`src/rtl/mux_bus_arbiter.sv`:
```
// mux_bus_arbiter
//   Two-requester arbiter that owns the select/enable pins of an ls74157
//   quad 2:1 mux. Ownership is granted fairly: on a tie, the requester that
//   did not own the path most recently wins. A bounded hold time forces the
//   current owner to yield when the other side is waiting. Every hand-over
//   goes through a one-cycle TURN gap with the mux disabled, so that the two
//   sources never drive y in the same cycle (break-before-make).
//
//   Handshake: req_x is a level request sampled on each rising edge. gnt_x is
//   the registered answer and is visible from the edge that sampled the
//   request. The requester keeps req_x high for as long as it wants the path.
//   Dropping req_x releases the path at the next edge. While gnt_x is high,
//   the path carries requester x.
//
// Parameters
//   HOLD_MAX      maximum consecutive grant cycles before a forced yield to a
//                 waiting requester (1..15)
// Ports
//   clk           single clock; all state changes on the rising edge
//   reset_n       synchronous, active-low reset
//   req_a, req_b  requests from side A (mux input a) and side B (mux input b)
//   mux_select    to ls74157 select: 0 = a, 1 = b
//   mux_enable_n  to ls74157 enable_n: 0 = path on, 1 = y forced to 0000
//   gnt_a, gnt_b  current owner of the path
//   last_grant    most recent owner: 0 = A, 1 = B
//   fsm_state     debug view of the FSM (0 IDLE, 1 GNT_A, 2 GNT_B, 3 TURN)
//   hold_cnt      debug view of the hold counter
module mux_bus_arbiter #(
  parameter int HOLD_MAX = 4
) (
  input  logic       clk,
  input  logic       reset_n,
  input  logic       req_a,
  input  logic       req_b,
  output logic       mux_select,
  output logic       mux_enable_n,
  output logic       gnt_a,
  output logic       gnt_b,
  output logic       last_grant,
  output logic [1:0] fsm_state,
  output logic [3:0] hold_cnt
);

  typedef enum logic [1:0] {
    IDLE  = 2'd0,
    GNT_A = 2'd1,
    GNT_B = 2'd2,
    TURN  = 2'd3
  } state_t;

  localparam logic [3:0] HOLD_LIMIT = 4'(HOLD_MAX);

  state_t     state;
  state_t     state_next;
  logic [3:0] cnt_next;
  logic       sel_next;
  logic       last_next;

  assign fsm_state = state;

  // Next state, hold counter and the sticky select/last_grant values.
  always_comb begin
    state_next = state;
    cnt_next   = hold_cnt;
    sel_next   = mux_select;
    last_next  = last_grant;

    case (state)
      IDLE, TURN: begin
        if (req_a && !req_b) begin
          state_next = GNT_A;
        end else if (!req_a && req_b) begin
          state_next = GNT_B;
        end else if (req_a && req_b) begin
          // Tie: the side that did not own the path last goes first.
          state_next = last_grant ? GNT_A : GNT_B;
        end else begin
          state_next = IDLE;
        end
      end
      GNT_A: begin
        if (!req_a || (hold_cnt == HOLD_LIMIT && req_b)) begin
          state_next = TURN;
        end
      end
      GNT_B: begin
        if (!req_b || (hold_cnt == HOLD_LIMIT && req_a)) begin
          state_next = TURN;
        end
      end
      default: state_next = IDLE;
    endcase

    // GNT_A and GNT_B are never adjacent, so any move into a GNT state
    // from somewhere else is a fresh entry.
    case (state_next)
      GNT_A: begin
        if (state != GNT_A) begin
          cnt_next  = 4'd1;
          sel_next  = 1'b0;
          last_next = 1'b0;
        end else if (hold_cnt < HOLD_LIMIT) begin
          cnt_next = hold_cnt + 4'd1;
        end
      end
      GNT_B: begin
        if (state != GNT_B) begin
          cnt_next  = 4'd1;
          sel_next  = 1'b1;
          last_next = 1'b1;
        end else if (hold_cnt < HOLD_LIMIT) begin
          cnt_next = hold_cnt + 4'd1;
        end
      end
      default: cnt_next = 4'd0;
    endcase
  end

  // Outputs are registered from the next-state decode, so a request sampled
  // at an edge shows up as a grant straight after that same edge.
  always_ff @(posedge clk) begin
    if (!reset_n) begin
      state        <= IDLE;
      hold_cnt     <= 4'd0;
      gnt_a        <= 1'b0;
      gnt_b        <= 1'b0;
      mux_enable_n <= 1'b1;
      mux_select   <= 1'b0;
      last_grant   <= 1'b1;
    end else begin
      state        <= state_next;
      hold_cnt     <= cnt_next;
      gnt_a        <= (state_next == GNT_A);
      gnt_b        <= (state_next == GNT_B);
      mux_enable_n <= !((state_next == GNT_A) || (state_next == GNT_B));
      mux_select   <= sel_next;
      last_grant   <= last_next;
    end
  end

endmodule

```
`config.mk`:
```
export PLATFORM = sky130hd
export DESIGN_NAME = mux_bus_arbiter
export DESIGN_NICKNAME = d
export VERILOG_FILES = /design/src/rtl/mux_bus_arbiter.sv
export SDC_FILE = /design/constraint.sdc
export NUM_CORES = 1
export LEC_CHECK = 0
export ABC_AREA = 1
export BUFFER_PORTS_ARGS = -buffer_cell sky130_fd_sc_hd__buf_2
export CAP_MARGIN = 15
export CORE_MARGIN = 1.5
export CORE_UTILIZATION = 30
export DETAILED_ROUTE_END_ITERATION = 8
export SYNTH_ARGS = -nofsm -noshare
export SYNTH_HDL_FRONTEND = slang
export SYNTH_SLANG_ARGS = --single-unit
export TNS_END_PERCENT = 20
```
`constraint.sdc`:
```
create_clock -name clk -period 3.7 [get_ports clk]
set_clock_uncertainty 0.1 [all_clocks]
set_input_delay 0.37 -clock clk [delete_from_list [all_inputs] [get_ports clk]]
set_output_delay 0.37 -clock clk [all_outputs]
set_load 0.05 [all_outputs]
```
Word level (Yosys, flattened, before mapping)
Cells that the tools add are included.
Widths: inputs -> output; s select.
{ "word_totals": {"ff_bits": 11, "latchBits": 0, "ramBits": 0, "mem_bits_ro": 0, "in_bits": 4, "elab_cells": 48, "n_memories": 0} }
{ "op_classes": {"add_sub_neg": 1, "mul": 0, "n_div": 0, "order_cmp": 1, "n_eq_ne": 10, "shift": 0, "n_mux": 14, "bitwise_logic": 0, "n_reduce_logical": 15} }
{ "ops": {"columns": ["op", "count"], "rows": [
  ["$mux 2", 6],
  ["$mux 4", 3],
  ["$pmux 4 s2", 1],
  ["$eq 2x2->1 const B", 3],
  ["$ne 2x2->1 const B", 3],
  ["$pmux 2 s3", 1],
  ["$logic_and 1x1->1", 5],
  ["$add 4x1->4 const B", 1],
  ["$eq 2x1->1 const B", 2],
  ["$eq 4x3->1 const B", 1],
  ["$lt 4x3->1 const B", 1],
  ["$logic_not 1->1", 3],
  ["$logic_or 1x1->1", 3],
  ["$reduce_and 3->1", 1],
  ["$logic_not 2->1", 1],
  ["$mux 1", 2],
  ["$ne 2x1->1 const B", 1],
  ["$pmux 1 s2", 1],
  ["$reduce_bool 2->1", 1],
  ["$reduce_or 2->1", 1]
]} }

Longest topological paths before layout
Gate-level depths: netlist of run 1.
{ "depth": {"depth_word": 8, "ltp_mapped": 13} }

Worst setup path after synthesis of run 1
No wires, ideal clock.
{ "synth_timing": {"path_type": "register -> register", "startpoint": "register state[0] (netlist: fsm_state[0])", "endpoint": "register hold_cnt[1]", "setup_ns": 0.079, "t_arrival_ns": 2.065, "required_time_ns": 3.521, "slack_ns": 1.455, "path_stages_with_launch": 13, "n_path_buf": 0, "synth_period_minus_slack_ns": 2.245, "path_cell_list": "dfxtp_1 -> inv_1 -> ha_1 -> inv_1 -> a21oi_1 -> o21bai_1 -> nand2_1 -> inv_1 -> ha_1 -> nand2_1 -> nand2_1 -> nand3_2 -> a211oi_2"} }
{ "synth_between": {"elab_chain_cells": 5, "elab_cells_between_ends": 15} }
{ "synth_lines": {"columns": ["item", "line", "source"], "rows": [
  ["from (decl)", "53", "state_t state;"],
  ["from (signal assigned)", "131", "state <= state_next;"],
  ["$eq 2x2->1 / $logic_not 2->1 (equally long branches)", "68", "case (state)"],
  ["$reduce_or 2->1", "68", null],
  ["$pmux 2 s3 (*)", "68", null],
  ["via state_next[1]", "54", "state_t state_next;"],
  ["$eq 2x2->1 / $eq 2x1->1 (equally long branches)", "96", "case (state_next)"],
  ["$pmux 4 s2 (*)", "96", null],
  ["to (signal assigned)", "132", "hold_cnt <= cnt_next;"],
  ["to (decl)", "41", "output logic [3:0] hold_cnt"]
]} }
Mark *: on every way through the listed nets, which the timed path passes. The rest lies on a longest branch.
A chain may end at the register's enable or synchronous reset.

Worst setup path after layout of run 1
Ends and elaborated chain as after synthesis.

==> parameters.txt, run 1 <==
Parameter                              Value

Status
  Outcome    completed

Placed design
  Number of cells after detailed placement    117
  Area of placed instances    693 sq um
  Weighted congestion reported at the end of routability-driven placement    0.863
  IO Port Bufs    14
  HPWL Detailed    902 microns

CTS
  Hold buffer count at CTS    0
  Maximum clock insertion buffer count    2
  TritonCTS clock tree    built
  Inserted Clock Buffers    3
  CTS root buf    sky130_fd_sc_hd__clkbuf_4
  Number of levels in the clock H-tree    1
  Clock insertion delay at the later pin of the skew report    260 ps
  Number of setup buffers added after CTS    0
  CTS sink cnt    11
  Post_cts resized    0
  Clock-pin slew on the worst setup and hold paths    70 ps

Hold path
  Worst Hold Endpoint    last_grant$_SDFFE_PN1P_
  Kind of path behind the tightest hold check    primary input to register
  Worst min-delay path startpoint    reset_n
  WHS Path Cells    2

Floorplan
  Overall die area    2250 sq um
  Initial Util    0.332
  Floorplan core area    approximately 1800 sq um
  Number of standard-cell rows in the floorplan    15
  Horizontal die dimension    47.4 microns
  Number of I/O pins    15
  Vert. Die Dim    47.4 microns

Synth
  Cells after synthesis    78
  Post-synthesis instance area    around 590 sq um
  Post-Syn Nets    89
  Mean instance size in the synthesized netlist    7.59 sq um
  Register bit count reported by yosys    11
  Yosys Warn Count    0
  Post-synthesis cell type count    18
  Share of synthesized area occupied by flip-flops and latches    0.372

Global route
  First-pass GRT wire length    1730 microns
  Global-route usage over all layers    0.114
  Number of global-route vias before repair    between 400 and 500
  Antenna violations before repair    0
  Overflow left after global routing    0
  Pin count of the biggest net entering global routing    7

Layout
  Number of cells in the finished layout apart from fillers    121
  Layout-stage area growth over the synthesis result    21.6%
  Area taken by flip-flops and latches    220 sq um
  # diodes    0
  Final design area excluding fillers    719 sq um
  Fill count    197
  Total area of multi-input combinational cells    between 300 and 400 sq um
  Final layout net count    about 110
  Proportion of layout cells with a drive suffix above 1    0.271

Timing
  Portion of the clock cycle consumed by the worst path in the final layout    0.547
  RSZ-0062 raised after global routing    no
  Number of setup violations in the final report    0
  Actual transition at the worst max-transition pin    ~250 ps
  Post-layout minimum cycle time    2020 ps
  Number of pins exceeding their max-slew limit in the final report    0
  Aggregate negative setup slack    0 ps
  Tightest hold margin    257 ps
  Hold violation count in the final report    0
  Max frequency    roughly 0.49 GHz
  Worst slew margin    0.835

Critical path
  Required time worst endpoint    about 3800 ps
  Kind of capture point of the worst setup path    register
  Crit path kind    register to register
  Sort of element at the start of the critical path    register
  Cell count of the worst reg-to-reg path    12
  Worst setup slack for register-to-register paths    between 1500 and 2000 ps
  Worst Path Max Fanout    4
  Critical path data arrival time    2110 ps
  Terminus of the critical flop-to-flop path    hold_cnt[1]$_SDFF_PN0_
  Worst setup path startpoint    fsm_state[0]$_SDFF_PN0_
  Worst r2r src    fsm_state[0]$_SDFF_PN0_

Drt
  Routed wire length    1100 microns
  Detailed Routing Iterations Pass 1    4
  Total via count in the routed design    520
  Via-to-Cell Ratio    4.30
  Final ANT Viol Nets    0
  Average routed wire per standard cell    roughly 9.1 microns
  Drt drc    0
  First DRT Iteration DRCs    12

Power and ir drop
  Leakage dissipation    0.375 nW
  IR drop worst, VDD    367 uV
  Power density over cell area    836 nW/um^2

Job
  Max-cap violations    0
## cell usage after synthesis
master | count | share of area
sky130_fd_sc_hd__o21bai_1 | 1 | 0.013
sky130_fd_sc_hd__a21oi_2 | 1 | 0.015
sky130_fd_sc_hd__nor2_2 | 1 | 0.011
sky130_fd_sc_hd__o21ai_0 | 1 | 0.0084
sky130_fd_sc_hd__nand3_1 | 7 | 0.059
sky130_fd_sc_hd__nor2_1 | 6 | 0.038
sky130_fd_sc_hd__nand4_1 | 1 | 0.011
sky130_fd_sc_hd__dfxtp_1 | 11 | 0.37
sky130_fd_sc_hd__nand2_4 | 1 | 0.019
sky130_fd_sc_hd__nand3_2 | 1 | 0.017
sky130_fd_sc_hd__inv_1 | 14 | 0.089
sky130_fd_sc_hd__nand2_2 | 2 | 0.021
sky130_fd_sc_hd__ha_1 | 7 | 0.15
sky130_fd_sc_hd__inv_2 | 2 | 0.013
sky130_fd_sc_hd__nand2_1 | 15 | 0.095
sky130_fd_sc_hd__a21oi_1 | 5 | 0.042
sky130_fd_sc_hd__a211oi_2 | 1 | 0.021
sky130_fd_sc_hd__o21ai_1 | 1 | 0.0084
## logic make-up (layout without fill, tap and decap cells)
kind of cell | count (synthesis) | in the layout | share of synthesized area
AO/OA/AOI/OAI | 10 | 10 | 0.108
buffers and inverters | 16 | 34 | 0.101
adder cells (fa/ha/maj) | 7 | 7 | 0.148
AND/OR/NAND/NOR | 34 | 34 | 0.271
flip-flops | 11 | 11 | 0.372
## worst max-delay path by stage
| stage | end | slack [ps] |
|---|---|---|
| floorplan | hold_cnt[1]$_SDFF_PN0_ | 1460 |
| global placement | hold_cnt[1]$_SDFF_PN0_ | 1740 |
| detailed placement | hold_cnt[1]$_SDFF_PN0_ | 1700 |
| CTS | hold_cnt[1]$_SDFF_PN0_ | 1670 |
| global route | hold_cnt[1]$_SDFF_PN0_ | 1430 |
| finish | hold_cnt[1]$_SDFF_PN0_ | 1680 |
## where the power goes
group          leakage, nW  total, mW  internal [mW]  switching, mW
logic                0.270      0.351         0.0982          0.253
registers           0.0902      0.171          0.151         0.0195
clock network       0.0150     0.0798         0.0417         0.0381
total                0.375      0.602          0.291          0.311
## area by class of cell
class,instances,area share
multi-input cells,51,0.433
inverters,16,0.0835
flip-flops and latches,11,0.306
repair buffers,14,0.0974
clock buffers,4,0.0365
well taps,25,0.0435
## registers in the layout, indices dropped and copies added, names as in the netlist
name	cells
fsm_state	2
mux_enable_n	1
gnt_a	1
last_grant	1
mux_select	1
hold_cnt	4
gnt_b	1
## layout by cell type, fill, tap and decap left out, drive strengths merged
cell / netlist / layout
ha: 7 / 7
nand2: 18 / 18
o21ai: 2 / 2
nor2: 7 / 7
buf: 0 / 14
a21oi: 6 / 6
a211oi: 1 / 1
nand4: 1 / 1
nand3: 8 / 8
o21bai: 1 / 1
inv: 16 / 16
clkbuf: 0 / 4
dfxtp: 11 / 11
## metrics by stage
stage / power [mW] / worst slack, ps / util
2_1_floorplan: 0.457 / 1460 / -
3_3_place_gp: 0.524 / 1740 / 0.389
3_5_place_dp: 0.526 / 1700 / 0.389
4_1_cts: 0.610 / 1670 / 0.404
5_1_grt: 0.654 / 1430 / 0.404
6_report: 0.602 / 1680 / 0.404
## worst max-delay path: stages, from the launching register on
cell	delay [ps]
sky130_fd_sc_hd__dfxtp_1	380
sky130_fd_sc_hd__inv_1	80
sky130_fd_sc_hd__ha_1	310
sky130_fd_sc_hd__inv_1	90
sky130_fd_sc_hd__nand2_1	60
sky130_fd_sc_hd__nor2_1	100
sky130_fd_sc_hd__o21bai_1	90
sky130_fd_sc_hd__nand2_1	90
sky130_fd_sc_hd__inv_1	50
sky130_fd_sc_hd__ha_1	280
sky130_fd_sc_hd__inv_1	90
sky130_fd_sc_hd__nand3_2	100
sky130_fd_sc_hd__a211oi_2	140
## per-layer routing
metal,track usage,vias up,routed length (microns)
met5,0,-,0
met4,0.0500,0,14
met3,0.0453,2,58
met2,0.154,12,476
met1,0.158,226,552
li1,-,280,-
No activity file was read; power rests on OpenSTA's default activity.
==> run 2: changes to the inputs <==
- clock period: 3.7 -> 1.7 ns (I/O delays scaled with it)
==> run 2 against run 1 <==
Compared with the run above:
- the run now ends with negative setup slack left
- count of clock-buffer cells in the layout unchanged
- first-iteration DRC count down 25%
- total power rose to 2.9 times the previous value
- maximum frequency up 6.0%
- combinational power rose to 3.3 times the previous value
- clock power up 120%
- core utilization up 11 points
- routed wire length up 29%
- global-route usage up 2.7 points
- sequential power up 130%
- largest cell class unchanged
==> parameters.txt, run 2 (same netlist as run 1, synthesis figures left out) <==
Parameter                              Value

Status
  Outcome    finished with violations
  Violations in the final reports    negative setup slack

Timing
  Number of setup violations in the final report    8 (+8)
  Post-layout minimum cycle time    1910 ps (-115 ps)
  Portion of the clock cycle consumed by the worst path in the final layout    1.12 (+0.575)
  Actual transition at the worst max-transition pin    250 ps (+0.830 ps)
  Worst slew margin    0.834 (about the same)
  Max frequency    0.524 GHz (+6.0%)
  RSZ-0062 raised after global routing    yes
  Number of pins exceeding their max-slew limit in the final report    0 (unchanged)
  Aggregate negative setup slack    -964 ps (-964 ps)
  Hold violation count in the final report    0 (unchanged)
  Worst setup slack after layout    -208 ps (-1880 ps)

Layout
  # diodes    0 (unchanged)
  Most flop-heavy register    hold_cnt
  Max FFs per register    4 (unchanged)
  Layout-stage area growth over the synthesis result    54.8%
  Most common cell after layout, fill and taps aside    sky130_fd_sc_hd__buf_4
  Commonest non-fill, non-tap cells in the layout    16 x sky130_fd_sc_hd__buf_4, 14 x sky130_fd_sc_hd__buf_2, 12 x sky130_fd_sc_hd__nand2_1
  Final layout net count    125 (+16%)
  Proportion of layout cells with a drive suffix above 1    0.549 (+0.278)

Critical path
  CP cell instances    inv_4 -> ha_4 -> inv_2 -> nand2_1 -> nor2_1 -> o21bai_1 -> nand2_1 -> inv_2 -> ha_4 -> nand2_2 -> nand2_2 -> nand3_2 -> a211oi_2
  Top Family by Delay on Critical Path    simple AND/OR/NAND/NOR gates
  Crit path kind    register to register
  Cell count of the worst reg-to-reg path    13 (+1)
  Kind of capture point of the worst setup path    register
  Number of buffer and inverter stages on the critical path    3 (-1)
  Worst r2r src    fsm_state[0]$_SDFF_PN0_
  Worst Path Max Fanout    3 (-1)
  Sort of element at the start of the critical path    register
  Slowest stage cell, crit path    sky130_fd_sc_hd__dfxtp_4
  Worst setup slack for register-to-register paths    -210 ps (-1880 ps)
  Terminus of the critical flop-to-flop path    hold_cnt[1]$_SDFF_PN0_
  Critical path data arrival time    1990 ps (-120 ps)
  Required time worst endpoint    1780 ps (-2010 ps)
  Biggest cell delay along the critical path    370 ps (about the same)

Placed design
  Weighted congestion reported at the end of routability-driven placement    0.763 (-12%)
  IO Port Bufs    14 (unchanged)
  HPWL Detailed    1090 microns (+21%)

Power and ir drop
  IR drop worst, VDD    863 uV (+140%)
  Power density over cell area    1880 nW/um^2 (+120%)
  Leakage dissipation    0.458 nW (+22%)
  Overall power    1.72 mW (+190%)

Floorplan
  Vert. Die Dim    47.4 microns (unchanged)
  Initial Util    0.332 (unchanged)
  Horizontal die dimension    47.4 microns (unchanged)
  Floorplan core area    1780 sq um (unchanged)
  Number of I/O pins    15 (unchanged)
  Number of standard-cell rows in the floorplan    15 (unchanged)
  Overall die area    2250 sq um (unchanged)

Global route
  Overflow left after global routing    0 (unchanged)
  Met1 Use GR    0.154 (-0.00375)
  Most Crowded Layer GR    met2
  First-pass GRT wire length    2170 microns (+26%)
  Number of global-route vias before repair    528 (+27%)
  Met3 demand-to-capacity share in global routing    0.0453 (unchanged)
  Antenna violations before repair    0 (unchanged)
  Global-route usage over all layers    0.140 (+0.0268)
  GR met2 Demand/Resource    0.259 (+0.105)
  Pin count of the biggest net entering global routing    7 (unchanged)

Drt
  Total via count in the routed design    600 (+15%)
  Drt drc    0 (unchanged)
  Via-to-Cell Ratio    4.35 (+1.2%)
  First DRT Iteration DRCs    9 (-3)
  Detailed Routing Iterations Pass 1    4 (unchanged)
  Final ANT Viol Nets    0 (unchanged)
  Average routed wire per standard cell    10.3 microns (+13%)
  Routed wire length    1420 microns (+29%)

CTS
  Inserted Clock Buffers    3 (unchanged)
  Clock-pin slew on the worst setup and hold paths    70 ps (about the same)
  Maximum clock insertion buffer count    2 (unchanged)
  Hold buffer count at CTS    0 (unchanged)
  CTS root buf    sky130_fd_sc_hd__clkbuf_4
  Number of levels in the clock H-tree    1 (unchanged)
  Clock insertion delay at the later pin of the skew report    270 ps (about the same)
  CTS sink cnt    11 (unchanged)
  TritonCTS clock tree    built

Hold path
  Worst min-delay path startpoint    reset_n
  Worst Hold Endpoint    last_grant$_SDFFE_PN1P_
  Kind of path behind the tightest hold check    primary input to register
  WHS Path Cells    2 (unchanged)

Job
  Max-cap violations    0 (unchanged)
[run 2: worst register-to-register path: stages, from the launching register on]
cell	delay [ps]
sky130_fd_sc_hd__dfxtp_4	370
sky130_fd_sc_hd__inv_4	40
sky130_fd_sc_hd__ha_4	260
sky130_fd_sc_hd__inv_2	40
sky130_fd_sc_hd__nand2_1	60
sky130_fd_sc_hd__nor2_1	40
sky130_fd_sc_hd__o21bai_1	190
sky130_fd_sc_hd__nand2_1	120
sky130_fd_sc_hd__inv_2	90
sky130_fd_sc_hd__ha_4	140
sky130_fd_sc_hd__nand2_2	70
sky130_fd_sc_hd__nand2_2	70
sky130_fd_sc_hd__nand3_2	90
sky130_fd_sc_hd__a211oi_2	150
[run 2: how the worst max path moves through the flow]
stage	slack [ps]	cells after the start	to	startpoint
floorplan	-180	13	hold_cnt[1]$_SDFF_PN0_	fsm_state[0]$_SDFF_PN0_
global placement	-140	13	hold_cnt[1]$_SDFF_PN0_	fsm_state[0]$_SDFF_PN0_
detailed placement	-200	12	hold_cnt[1]$_SDFF_PN0_	fsm_state[0]$_SDFF_PN0_
CTS	-160	13	hold_cnt[1]$_SDFF_PN0_	fsm_state[0]$_SDFF_PN0_
global route	-270	13	hold_cnt[1]$_SDFF_PN0_	fsm_state[0]$_SDFF_PN0_
finish	-210	13	hold_cnt[1]$_SDFF_PN0_	fsm_state[0]$_SDFF_PN0_
[run 2: area by class of cell]
class	instances	area (sq um)
multi-input cells	51	358
well taps	25	31.3
clock buffers	4	26.3
flip-flops and latches	11	236
repair buffers	31	201
inverters	16	62.6
fillers	184	867
[run 2: timing repair]
item / 4_1_cts / 5_1_grt
gates resized for setup: 4 / 1
setup endpoints to repair: 8 / 9
pin swaps: 6 / 1
setup buffers: 2 / 1
[run 2: routing by layer]
| metal | wire, microns | part of all wire |
|---|---|---|
| met2 | 745 | 0.53 |
| met4 | 12 | 0.0085 |
| met5 | 0 | 0 |
| met1 | 601 | 0.42 |
| met3 | 57 | 0.040 |
[run 2: stage by stage]
stage	worst slack, ps	hold WS, ps	utilization	cells	cell area (sq um)
2_1_floorplan	-183	154	-	78	647
3_3_place_gp	-143	325	0.479	131	853
3_5_place_dp	-200	326	0.479	131	853
4_1_cts	-157	41.1	0.507	137	905
5_1_grt	-267	48.1	0.514	138	916
6_report	-208	50.8	0.514	138	916
[run 2: power breakdown]
part	internal [mW]	switching, mW
Combinational	0.473	0.684
Clock	0.0909	0.0860
Sequential	0.341	0.0456
Total	0.905	0.816
